[config.mk]
export PLATFORM = sky130hd
export DESIGN_NAME = ysyx_22050710_id_stage
export DESIGN_NICKNAME = d
export VERILOG_FILES = /design/src/rtl/ysyx_22050710_id_stage.sv
export SDC_FILE = /design/constraint.sdc
export NUM_CORES = 1
export LEC_CHECK = 0
export CELL_PAD_IN_SITES_DETAIL_PLACEMENT = 1
export CELL_PAD_IN_SITES_GLOBAL_PLACEMENT = 1
export CORE_ASPECT_RATIO = 0.8
export CORE_MARGIN = 5
export CORE_UTILIZATION = 44
export DETAILED_ROUTE_END_ITERATION = 6
export PLACE_DENSITY = 0.92
export SYNTH_ARGS = -nofsm -noshare
export SYNTH_HDL_FRONTEND = slang
export SYNTH_SLANG_ARGS = --single-unit
[constraint.sdc]
create_clock -name i_clk -period 21.2 [get_ports i_clk]
set_input_delay 5.3 -clock i_clk [delete_from_list [all_inputs] [get_ports i_clk]]
set_output_delay 5.3 -clock i_clk [all_outputs]
set_load 0.05 [all_outputs]
[src/rtl/ysyx_22050710_id_stage.sv]
// RV32I/RV64I decode stage: decodes IFU beats on push and queues the decoded bundles
// in a small FIFO that feeds the EXU over a valid/ready handshake.
module ysyx_22050710_id_stage #(
  parameter int unsigned XLEN  = 64,
  parameter int unsigned DEPTH = 2
) (
  input  logic                     i_clk,
  input  logic                     i_rst_n,
  input  logic                     i_flush,
  input  logic                     i_valid,
  output logic                     o_ready,
  input  logic [XLEN-1:0]          i_pc,
  input  logic [31:0]              i_inst,
  output logic                     o_valid,
  input  logic                     i_ready,
  output logic [XLEN-1:0]          o_pc,
  output logic [XLEN-1:0]          o_imm,
  output logic [4:0]               o_ra,
  output logic [4:0]               o_rb,
  output logic [4:0]               o_rd,
  output logic [2:0]               o_Branch,
  output logic                     o_ALUAsrc,
  output logic [1:0]               o_ALUBsrc,
  output logic [3:0]               o_ALUctr,
  output logic                     o_word_cut,
  output logic                     o_RegWr,
  output logic                     o_MemtoReg,
  output logic                     o_MemWr,
  output logic [2:0]               o_MemOP,
  output logic                     o_illegal,
  output logic [$clog2(DEPTH):0]   o_count
);

  localparam int unsigned AW   = $clog2(DEPTH);
  localparam bit          Rv64 = (XLEN == 64);
  localparam logic [AW:0] Full = (AW+1)'(DEPTH);

  typedef struct packed {
    logic [XLEN-1:0] pc;
    logic [XLEN-1:0] imm;
    logic [4:0]      ra;
    logic [4:0]      rb;
    logic [4:0]      rd;
    logic [2:0]      branch;
    logic            a_src;
    logic [1:0]      b_src;
    logic [3:0]      alu_ctr;
    logic            word_cut;
    logic            reg_wr;
    logic            mem_to_reg;
    logic            mem_wr;
    logic [2:0]      mem_op;
    logic            illegal;
  } bundle_t;

  logic [6:0]  opcode, funct7;
  logic [2:0]  funct3;
  logic [3:0]  base_ctr;
  logic        shamt_ok;
  logic [63:0] imm_i, imm_s, imm_b, imm_u, imm_j;
  bundle_t     dec;

  assign opcode   = i_inst[6:0];
  assign funct3   = i_inst[14:12];
  assign funct7   = i_inst[31:25];
  assign base_ctr = (funct3 == 3'b011) ? 4'b1010 : {1'b0, funct3};
  // On RV32 the shamt is 5 bits, so inst[25] must be clear.
  assign shamt_ok = Rv64 || !i_inst[25];

  assign imm_i = {{52{i_inst[31]}}, i_inst[31:20]};
  assign imm_s = {{52{i_inst[31]}}, i_inst[31:25], i_inst[11:7]};
  assign imm_b = {{52{i_inst[31]}}, i_inst[7], i_inst[30:25], i_inst[11:8], 1'b0};
  assign imm_u = {{32{i_inst[31]}}, i_inst[31:12], 12'b0};
  assign imm_j = {{44{i_inst[31]}}, i_inst[19:12], i_inst[20], i_inst[30:21], 1'b0};

  always_comb begin
    dec         = '0;
    dec.pc      = i_pc;
    dec.ra      = i_inst[19:15];
    dec.rb      = i_inst[24:20];
    dec.rd      = i_inst[11:7];
    dec.alu_ctr = 4'b1111;
    dec.mem_op  = 3'b111;
    dec.illegal = 1'b1;
    case (opcode)
      7'b0110111: begin // lui
        dec.illegal = 1'b0; dec.imm = imm_u[XLEN-1:0]; dec.b_src = 2'b01;
        dec.alu_ctr = 4'b0011; dec.reg_wr = 1'b1;
      end
      7'b0010111: begin // auipc
        dec.illegal = 1'b0; dec.imm = imm_u[XLEN-1:0]; dec.a_src = 1'b1; dec.b_src = 2'b01;
        dec.alu_ctr = 4'b0000; dec.reg_wr = 1'b1;
      end
      7'b1101111: begin // jal
        dec.illegal = 1'b0; dec.imm = imm_j[XLEN-1:0]; dec.a_src = 1'b1; dec.b_src = 2'b10;
        dec.alu_ctr = 4'b0000; dec.branch = 3'b001; dec.reg_wr = 1'b1;
      end
      7'b1100111: begin // jalr
        dec.illegal = (funct3 != 3'b000); dec.imm = imm_i[XLEN-1:0]; dec.a_src = 1'b1;
        dec.b_src = 2'b10; dec.alu_ctr = 4'b0000; dec.branch = 3'b010; dec.reg_wr = 1'b1;
      end
      7'b1100011: begin // branches: funct3 010/011 are unassigned
        dec.illegal = (funct3[2:1] == 2'b01);
        dec.imm     = imm_b[XLEN-1:0];
        dec.branch  = {1'b1, funct3[2], funct3[0]};
        dec.alu_ctr = !funct3[2] ? 4'b1000 : (!funct3[1] ? 4'b0010 : 4'b1010);
      end
      7'b0000011: begin // loads
        dec.imm = imm_i[XLEN-1:0]; dec.b_src = 2'b01; dec.alu_ctr = 4'b0000;
        dec.reg_wr = 1'b1; dec.mem_to_reg = 1'b1;
        case (funct3)
          3'b000:  begin dec.illegal = 1'b0;  dec.mem_op = 3'b000; end
          3'b100:  begin dec.illegal = 1'b0;  dec.mem_op = 3'b001; end
          3'b001:  begin dec.illegal = 1'b0;  dec.mem_op = 3'b010; end
          3'b101:  begin dec.illegal = 1'b0;  dec.mem_op = 3'b011; end
          3'b010:  begin dec.illegal = 1'b0;  dec.mem_op = 3'b100; end
          3'b110:  begin dec.illegal = !Rv64; dec.mem_op = 3'b101; end
          3'b011:  begin dec.illegal = !Rv64; dec.mem_op = 3'b110; end
          default: dec.illegal = 1'b1;
        endcase
      end
      7'b0100011: begin // stores
        dec.imm = imm_s[XLEN-1:0]; dec.b_src = 2'b01; dec.alu_ctr = 4'b0000; dec.mem_wr = 1'b1;
        case (funct3)
          3'b000:  begin dec.illegal = 1'b0;  dec.mem_op = 3'b000; end
          3'b001:  begin dec.illegal = 1'b0;  dec.mem_op = 3'b010; end
          3'b010:  begin dec.illegal = 1'b0;  dec.mem_op = 3'b100; end
          3'b011:  begin dec.illegal = !Rv64; dec.mem_op = 3'b110; end
          default: dec.illegal = 1'b1;
        endcase
      end
      7'b0010011: begin // op-imm
        dec.imm = imm_i[XLEN-1:0]; dec.b_src = 2'b01; dec.reg_wr = 1'b1;
        dec.alu_ctr = base_ctr; dec.illegal = 1'b0;
        if (funct3 == 3'b001) begin
          dec.illegal = !((i_inst[31:26] == 6'b0) && shamt_ok);
        end else if (funct3 == 3'b101) begin
          dec.alu_ctr = {i_inst[30], funct3};
          dec.illegal = !(!i_inst[31] && (i_inst[29:26] == 4'b0) && shamt_ok);
        end
      end
      7'b0011011: begin // op-imm-32
        dec.imm = imm_i[XLEN-1:0]; dec.b_src = 2'b01; dec.reg_wr = 1'b1; dec.word_cut = 1'b1;
        dec.alu_ctr = {i_inst[30] && (funct3 == 3'b101), funct3};
        case (funct3)
          3'b000:  dec.illegal = !Rv64;
          3'b001:  dec.illegal = !(Rv64 && (funct7 == 7'b0));
          3'b101:  dec.illegal = !(Rv64 && !funct7[6] && (funct7[4:0] == 5'b0));
          default: dec.illegal = 1'b1;
        endcase
      end
      7'b0110011: begin // op
        dec.reg_wr = 1'b1;
        if (funct7 == 7'b0000000) begin
          dec.illegal = 1'b0; dec.alu_ctr = base_ctr;
        end else if (funct7 == 7'b0100000) begin
          dec.illegal = !((funct3 == 3'b000) || (funct3 == 3'b101));
          dec.alu_ctr = {1'b1, funct3};
        end
      end
      7'b0111011: begin // op-32
        dec.reg_wr = 1'b1; dec.word_cut = 1'b1; dec.alu_ctr = {funct7[5], funct3};
        dec.illegal = !(Rv64 &&
          (((funct7 == 7'b0) && ((funct3 == 3'b000) || (funct3 == 3'b001) || (funct3 == 3'b101))) ||
           ((funct7 == 7'b0100000) && ((funct3 == 3'b000) || (funct3 == 3'b101)))));
      end
      7'b1110011: begin
        if (i_inst == 32'h0010_0073) begin
          dec.illegal = 1'b0; dec.alu_ctr = 4'b1110;
        end
      end
      default: ;
    endcase
    // Illegal encodings travel as inert bubbles so ordering is preserved.
    if (dec.illegal) begin
      dec.reg_wr = 1'b0; dec.mem_wr = 1'b0; dec.mem_to_reg = 1'b0; dec.branch = 3'b000;
      dec.alu_ctr = 4'b1111; dec.mem_op = 3'b111; dec.word_cut = 1'b0;
      dec.a_src = 1'b0; dec.b_src = 2'b00;
    end
  end

  logic [AW-1:0] wr_ptr_q, rd_ptr_q;
  logic [AW:0]   count_q;
  bundle_t       mem_q [DEPTH];
  bundle_t       head;
  logic          push, pop;

  assign o_ready = (count_q != Full);
  assign o_valid = (count_q != '0);
  assign o_count = count_q;
  assign push    = i_valid && o_ready;
  assign pop     = o_valid && i_ready;

  always_ff @(posedge i_clk or negedge i_rst_n) begin
    if (!i_rst_n) begin
      wr_ptr_q <= '0;
      rd_ptr_q <= '0;
      count_q  <= '0;
    end else if (i_flush) begin
      wr_ptr_q <= '0;
      rd_ptr_q <= '0;
      count_q  <= '0;
    end else begin
      if (push) wr_ptr_q <= wr_ptr_q + 1'b1;
      if (pop)  rd_ptr_q <= rd_ptr_q + 1'b1;
      if (push && !pop)      count_q <= count_q + 1'b1;
      else if (pop && !push) count_q <= count_q - 1'b1;
    end
  end

  always_ff @(posedge i_clk) begin
    if (push && !i_flush) mem_q[wr_ptr_q] <= dec;
  end

  assign head = mem_q[rd_ptr_q];

  always_comb begin
    o_pc       = '0;
    o_imm      = '0;
    o_ra       = '0;
    o_rb       = '0;
    o_rd       = '0;
    o_Branch   = '0;
    o_ALUAsrc  = 1'b0;
    o_ALUBsrc  = '0;
    o_ALUctr   = 4'b1111;
    o_word_cut = 1'b0;
    o_RegWr    = 1'b0;
    o_MemtoReg = 1'b0;
    o_MemWr    = 1'b0;
    o_MemOP    = 3'b111;
    o_illegal  = 1'b0;
    if (o_valid) begin
      o_pc       = head.pc;
      o_imm      = head.imm;
      o_ra       = head.ra;
      o_rb       = head.rb;
      o_rd       = head.rd;
      o_Branch   = head.branch;
      o_ALUAsrc  = head.a_src;
      o_ALUBsrc  = head.b_src;
      o_ALUctr   = head.alu_ctr;
      o_word_cut = head.word_cut;
      o_RegWr    = head.reg_wr;
      o_MemtoReg = head.mem_to_reg;
      o_MemWr    = head.mem_wr;
      o_MemOP    = head.mem_op;
      o_illegal  = head.illegal;
    end
  end

endmodule

# --- Yosys cells after proc, flatten, opt, wreduce, memory -nomap -nowiden ---
# Memory sizes are Yosys's and may differ from the RTL's.
# Index checks and enable logic that the tools add are counted.
totals:
  memories: 1
  inputBits: 101
  wordCells: 129
  ff_bits: 4
  ram_bits: 322
  out_inout_bits: 165
memory_table:
  columns: ["name", "depth", "width", "read_ports", "rd_clocked_by_memory_dff", "write_ports", "line", "source"]
  rows:
  - ["mem_q", 2, 161, 1, 0, 1, "184", "bundle_t mem_q [DEPTH];"]
op_classes:
  addsub: 4
  n_eq_ne: 22
  reduce_logical: 45
  n_mux: 54
ops:
  columns: ["op", "count"]
  rows:
  - ["one-hot mux 64 bit (5 select lines)", 1]
  - ["two-way mux 64 bit", 2]
  - ["equality test 7 x 6 -> 1 bit (second input constant)", 5]
  - ["equality test 32 x 21 -> 1 bit (second input constant)", 1]
  - ["one-hot mux 4 bit (8 select lines)", 1]
  - ["equality test 7 bit (second input constant)", 4]
  - ["two-way mux 4 bit", 7]
  - ["two-way mux 1 bit", 25]
  - ["equality test 7 x 5 -> 1 bit (second input constant)", 3]
  - ["one-hot mux 3 bit (7 select lines)", 1]
  - ["two-way mux 17 bit", 1]
  - ["two-way mux 5 bit", 3]
  - ["one-hot mux 3 bit (4 select lines)", 1]
  - ["logical AND 1 bit", 10]
  - ["logical NOT 1 bit", 10]
  - ["one-hot mux 1 bit (10 select lines)", 1]
  - ["equality test 3 bit (second input constant)", 3]
  - ["two-way mux 3 bit", 3]
  - ["one-hot mux 3 bit (3 select lines)", 1]
  - ["OR reduction 9 bit", 1]
  - ["two-way mux 2 bit", 4]
  - ["OR reduction 4 bit", 2]
  - ["equality test 7 x 2 -> 1 bit (second input constant)", 1]
  - ["logical NOT 7 bit", 1]
  - ["22 further kinds", 33]

# --- Logic depth before layout (Yosys ltp) ---
# Gate-level depths: netlist of run 1.
depth:
  ltp_word: 8
  ltp_mapped: 8
  ltp_nobuf: 6

# --- Worst setup path before layout of run 1 ---
# Ideal clock, no wire load.
synth_timing:
  kind: "input to register"
  start: "input i_valid"
  end: "memory mem_q[1][0] in the netlist's numbering, enable pin"
  path_buffers: 0
  cell_stages: 2
  t_arrival_ps: 14809
  setup_slack_ps: 5590
  setup_ps: 802
  required_time_ps: 20398
  path_cell_list: "nand2_1 > nor3b_1"
synth_via:
  elab_chain_cells: 4
synth_rtl:
  columns: ["item", "line", "source"]
  rows:
  - ["start, declared", "10", "input logic i_valid,"]
  - ["logical AND 1 bit", "191", "assign push = i_valid && o_ready;"]
  - ["logical AND 1 bit", "212", "if (push && !i_flush) mem_q[wr_ptr_q] <= dec;"]
  - ["two-way mux 1 bit", "212", null]
  - ["two-way mux 1 bit (not written as such)", "212", null]
  - ["end, declared", "184", null]
# Every way passes these cells.

# --- Worst setup path after layout of run 1 ---
layout_timing:
  start: "register rd_ptr_q"
  end: "output o_ALUBsrc[0]"
layout_via:
  elab_chain_cells: 2
layout_rtl:
  columns: ["item", "line", "source"]
  rows:
  - ["start, declared", "182", "logic [AW-1:0] wr_ptr_q, rd_ptr_q;"]
  - ["start signal, assigned", "205", "if (pop) rd_ptr_q <= rd_ptr_q + 1'b1;"]
  - ["memory read (2 x 161 bit)", null, null]
  - ["two-way mux 2 bit", "233", "if (o_valid) begin"]
  - ["end, declared", "23", "output logic [1:0] o_ALUBsrc,"]
# Every way passes these cells.

==> results of run 1 <==
## stage by stage
stage / cell area, µm² / utilization, % / instances / hold WS, ps / setup WS, ps
global placement: 13910 / 55.23 / 1299 / 553.2 / 12910
finish: 14800 / 58.80 / 1349 / 626.7 / 12370
CTS: 14800 / 58.78 / 1349 / 624.6 / 12160
global route: 14800 / 58.80 / 1349 / 655.1 / 12220
floorplan: 11180 / - / 774 / 519.3 / 5590
detailed placement: 13910 / 55.23 / 1299 / 568.7 / 12740
## metal layers
metal | share of wire (%) | GRT usage [%] | vias up
met5 | 0 | 0 | -
met4 | 2.1 | 4.857 | 0
met3 | 6.9 | 4.879 | 41
met2 | 50 | 36.27 | 230
met1 | 41 | 26.01 | 3567
li1 | - | - | 3299
## state kept, by name, summed over array words and instances, names as in the netlist
name      count
wr_ptr_q      1
rd_ptr_q      1
mem_q       258
o_count       2
## power by group
part           internal (mW)  switching (mW)
logic                 0.0850           0.171
registers              0.591         0.00913
clock network          0.284           0.194
total                  0.960           0.374
## worst paths after layout
check,depth (start not counted),start,slack (ps),endpoint
setup / recovery,4,rd_ptr_q,12370,o_ALUBsrc[0]
hold / removal,2,wr_ptr_q,630,wr_ptr_q
setup reg to reg,5,o_count[0],18030,mem_q[1][44]
hold reg to reg,2,wr_ptr_q,630,wr_ptr_q
max in group asynchronous,1,i_rst_n,16030,rd_ptr_q
min in group asynchronous,1,i_rst_n,4980,rd_ptr_q
## critical path, cell delays in order, from the launching register on
cell and delay [ps]:
dfrtp_4 840, buf_4 860, mux2i_1 190, nor2_1 190, clkdlybuf4s50_1 850
## cell families after synthesis
group / Yosys count
mux: 130
compound gates: 61
buf+inv: 79
simple gates: 240
flops: 262
xor+xnor: 2
## placed cells by master (no fill, tap or decap), types with 2 or more instances in the layout
master           Yosys  layout
clkdlybuf4s50_1      0     265
edfxtp_1           258     258
nor2_1             139     137
mux2i_1            130     130
nand2_1             40      40
clkbuf_16            0      29
a21oi_1             14      14
a21o_1              13      13
nor3_1              13      12
clkinv_1             1      10
nand3_1              9       9
buf_4               33       9
and2_1               8       8
o21ai_0              7       7
clkbuf_1            24       5
inv_1                4       4
nand2b_1             4       4
a22o_1               4       4
nor4_1               3       3
nand4_1              3       3
nor2_4               1       3
bufinv_16            0       3
dfrtp_1              4       3
nor3_2               1       2
nor3_4               2       2
nor4b_1              2       2
nand4b_1             2       2
a31oi_1              2       2
nand3b_1             2       2
a2111oi_2            2       2
a211oi_1             2       2
xor2_1               2       2
clkinvlp_4           0       2
clkinv_2             0       2
## final cells by class
cell class / instances / area, µm² / share of cell area (%)
well taps: 324 / 405.4 / 2.738
inverters: 6 / 22.52 / 0.1521
clock buffers: 34 / 744.5 / 5.029
multi-input cells: 433 / 2912 / 19.67
clock inverters: 16 / 148.9 / 1.006
flip-flops and latches: 262 / 7851 / 53.03
repair buffers: 274 / 2720 / 18.37
==> results.md, run 1 <==
- Worst vdd ir: just under 60 µV
- Final Hold Fails: 0
- Starting DRT DRC Count: 520
- Largest family of logic cells by synthesized area: multiplexers
- Core Region: approximately 25000 µm²
- Setup crit start kind: register
- Largest net degree at the start of global routing: 81
- Area Overhead vs Synth: 32.44%
- Crit. End Element: output pin
- Synth Instances: roughly 770
- Die width: 188.2 µm
- Max_slew headroom: 23.20%
- First-pass GRT wire length: 46780 µm
- Mapped cell area: 11180 µm²
- Initial core utilization: 44.39%
- Critical path class: register to output pin
- DR pass1 iterations: 4
- Top-count cell post-synth: edfxtp_1
- Nets: between 1000 and 1500
- Post-cts resize count: 0
- Hold_buf cts: 0
- WL per Instance: 22.68 µm
- H-tree Lvls: 1
- GRT Overall Usage: 20.65%
- Initial antenna violation count: 0
- Mux cell area share after synthesis: 11.64%
- HPWL after DPL: 20540 µm
- # clock sinks: approximately 260
- Worst slew pin tran: 1152 ps
- Unrepaired setup endpoints after global routing: false
- Clock Path Buffers: 3
- Top cells by count, synth: edfxtp_1 (258), nor2_1 (139), mux2i_1 (130)
- Gr ovfl total: 0
- GP Congestion: 0.8805
- Top post-synthesis cells by area: edfxtp_1 (69%), mux2i_1 (12%), nor2_1 (4.7%), buf_4 (2.2%), nand2_1 (1.3%)
- Seq/Total Area, Yosys: 70.20%
- Clk slew on worst S/H paths: approximately 60 ps
- Synth async-reset ratio: 1.527%
- Lkg Pwr: 4.996 nW
- # setup viols final: 0
- Minimum clock period: 8834 ps
- Hold Crit Class: register to register
- I/O pin cnt: 266
- Std cell rows: 52
- Synthesized area per cell: 14.44 µm²
- Post-Synth XOR/XNOR Area: 0.1567%
- Vias: roughly 7100
- Post-synth top flop: edfxtp_1
- Period utilization: a little over two fifths
- Area leader, netlist: edfxtp_1
- Yosys top cell area share: 69.31%
- PortBufs: 265
- Setup TNS: 0 ps
- Layout Skew: 6.477 ps
- Total Routed Length: a little over 30000 µm
- Vias in the first global route: slightly below 8000
- Status: finished, final reports clean
- Drc violations: 0
- Routed vias/inst: 5.291
- Largest fanout on the critical path: 52
- Fillers: 2423
- Adder-Cell Fraction of Synth Area: 0%
- TritonCTS Buffers: 28
- Setup repair bufs after CTS: 0
- Fmax: 0.1132 GHz
- Post-Syn Nets: a little under 900
- Worst path required time: 15900 ps
- Final Total Pwr: roughly 1.3 mW
- WP data arrival: 3530 ps
- PD cells: 90.10 nW/µm²
- Simple-gate share of the synthesized area: 9.772%
- Compound-Gate Fraction of Synth Area: under 10%
- Root buffer cell: clkbuf_16
- Max cap viols: 0
- Distinct cells, synth: 60
- EDFF count, synth: 258
- Fin. max-slew vios: 0
- Die H: between 150 and 200 µm
- Clock tree from TritonCTS: built
- Ys Warns: 0
- N_diodes: 0
- Die area: 28710 µm²
- Synth Register Bits: 262
- Antenna-violating nets left: 0
- Clock Latency Late Sink: 530 ps
- Share of cells above drive strength 1: 6.146%
Note: power is estimated with default switching activity, not from simulation.
==> run 2: changes to the inputs <==
--- a/config.mk
+++ b/config.mk
@@ -9,9 +9,9 @@
 export CELL_PAD_IN_SITES_GLOBAL_PLACEMENT = 1
 export CORE_ASPECT_RATIO = 0.8
 export CORE_MARGIN = 5
-export CORE_UTILIZATION = 44
+export CORE_UTILIZATION = 37
 export DETAILED_ROUTE_END_ITERATION = 6
-export PLACE_DENSITY = 0.92
+export PLACE_DENSITY = 0.83
 export SYNTH_ARGS = -nofsm -noshare
 export SYNTH_HDL_FRONTEND = slang
 export SYNTH_SLANG_ARGS = --single-unit
==> constraint.sdc (replaced) <==
create_clock -name i_clk -period 8 [get_ports i_clk]
set_input_delay 2 -clock i_clk [delete_from_list [all_inputs] [get_ports i_clk]]
set_output_delay 2 -clock i_clk [all_outputs]
set_load 0.05 [all_outputs]
==> results.md, run 2 (same netlist as run 1, synthesis figures left out) <==
- Status: finished, final reports clean
- GP Congestion: 0.8977 (+2.0%)
- Most flop-heavy register: mem_q
- TritonCTS Buffers: 27 (-3.6%)
- Clock tree from TritonCTS: built
- Worst slew pin tran: 1217 ps (+64.97 ps)
- Die H: 165.5 µm (+8.5%)
- WP data arrival: 3610 ps (+80 ps)
- Layout Skew: 5.995 ps (-0.4819 ps)
- Comb pwr share: 19.2% (about the same)
- Area Overhead vs Synth: 33.58%
- Critical path class: register to output pin
- N_diodes: 0 (unchanged)
- Largest fanout on the critical path: 42 (-19%)
- Crit. End Element: output pin
- Initial antenna violation count: 2 (+2)
- Initial core utilization: 37.80% (-6.6 points)
- Period utilization: 70.18%
- Most frequent cells in the layout: clkdlybuf4s50_1 (265), edfxtp_1 (258), nor2_1 (137)
- I/O pin cnt: 266 (unchanged)
- Most common library cell in the layout ignoring fill and taps: clkdlybuf4s50_1
- Max cap viols: 0 (unchanged)
- Fmax: 0.1781 GHz
- Routed vias/inst: 4.975 (-6.0%)
- Clk slew on worst S/H paths: 60 ps (about the same)
- Die width: 204.3 µm (+8.6%)
- Clock share of power: 35.7% (about the same)
- Hold Crit Class: register to register
- Clock Latency Late Sink: 520 ps (about the same)
- R2r startpoint: o_count[0]
- DR pass1 iterations: 4 (unchanged)
- Hold Startpoint: wr_ptr_q
- Unrepaired setup endpoints after global routing: false
- Slowest cell on the critical path: clkdlybuf4s50_1
- HPWL after DPL: 20490 µm (-0.25%)
- Sw Ratio: 28.15% (+0.12 points)
- Cell internal pwr: 2.535 mW (+160%)
- CP peak stage delay: 1010 ps (+150 ps)
- Crit path from: rd_ptr_q
- Gr ovfl total: 0 (unchanged)
- Max_slew headroom: 18.79% (-4.4 points)
- Total Routed Length: 30020 µm (-1.9%)
- GRT Overall Usage: 16.92% (-3.7 points)
- Antenna-violating nets left: 0 (unchanged)
- Vias: 7114 (-0.32%)
- Worst path required time: 6000 ps (-9900 ps)
- Root buffer cell: clkbuf_16
- Pre-CTS WS: 2908 ps (-9828 ps)
- Nets: 1105 (-0.090%)
- Drc violations: 0 (unchanged)
- # setup viols final: 0 (unchanged)
- Max reg flops: 258 (unchanged)
- Largest net degree at the start of global routing: 117 (+44%)
- Starting DRT DRC Count: 394 (-24%)
- Post-cts resize count: 0 (unchanged)
- # clock sinks: 262 (unchanged)
- Seq pwr share: 45.1% (about the same)
- First-pass GRT wire length: 44690 µm (-4.5%)
- Minimum clock period: 5615 ps
- Hold_buf cts: 0 (unchanged)
- Setup repair bufs after CTS: 0 (unchanged)
- Lkg Pwr: 5.016 nW (+0.40%)
- Worst vdd ir: 197.2 µV (+230%)
- Core Region: 29570 µm² (+17%)
- H-tree Lvls: 1 (unchanged)
- PortBufs: 265 (unchanged)
- PD cells: 236.3 nW/µm² (+160%)
- Die area: 33810 µm² (+18%)
- Clock Path Buffers: 3 (unchanged)
- Psw: 993.0 µW (+170%)
- Setup TNS: 0 ps (unchanged)
- Final WS setup: 2385 ps (-9980 ps)
- Setup crit start kind: register
- CP Cell Sequence: mux2i_1 > nor2_2 > clkdlybuf4s50_1
- Final Hold Fails: 0 (unchanged)
- Std cell rows: 56 (+7.7%)
- Fin. max-slew vios: 0 (unchanged)
- Vias in the first global route: 7709 (-1.9%)
- Share of cells above drive strength 1: 7.129% (+0.98 points)
- WL per Instance: 20.99 µm (-7.4%)
run 2: through the flow:
| step | util [%] | std cells | total power [mW] | area, µm² | hold slack, ps |
|---|---|---|---|---|---|
| after global routing | 50.50 | 1430 | 3.659 | 14930 | 658.1 |
| after floorplan | - | 774 | 2.062 | 11190 | 535.9 |
| final | 50.50 | 1430 | 3.528 | 14930 | 634.6 |
| after detailed placement | 47.46 | 1381 | 2.303 | 14030 | 630.1 |
| after CTS | 50.50 | 1430 | 3.576 | 14930 | 644.6 |
| after global placement | 47.46 | 1381 | 2.290 | 14030 | 598.0 |
run 2: power groups by stage:
stage	Combinational (mW)	Clock (mW)	Sequential, mW
2_1_floorplan	0.447	0	1.62
3_3_place_gp	0.675	0	1.61
3_5_place_dp	0.684	0	1.62
4_1_cts	0.688	1.30	1.59
5_1_grt	0.712	1.35	1.59
6_report	0.679	1.26	1.59
run 2: area by class of cell:
cell class                 count  area [µm²]
sequential                   262        7851
clock inverter                18       177.7
clock buffer                  31       720.7
timing repair buffer         274        2733
tap                          406       508.0
fill                        2947       14640
inverter                       6       22.52
multi-input combinational    433        2919
run 2: routing by layer:
metal	GRT usage [%]	routed length [µm]	part of all wire [%]
met2	29.12	14540	48
met3	4.217	1999	6.7
met1	22.15	13030	43
met4	3.075	422	1.4
met5	0	27	0.090
run 2: critical path, delay by kind of cell, from the launching register on:
kind                   cells  cell delay [ps]
buffers and inverters      1             1010
AND/OR/NAND/NOR            1              940
flip-flops                 1              880
multiplexers               1              190
run 2: worst paths after layout:
path                       slack (ps)  cells past startpoint             to
max                              2390                      3      o_imm[44]
min                               630                      2       wr_ptr_q
max reg2reg                      5210                      4  mem_q[1][133]
min reg2reg                       630                      2       wr_ptr_q
max in group asynchronous        6110                      1       rd_ptr_q
min in group asynchronous        1690                      1     o_count[0]
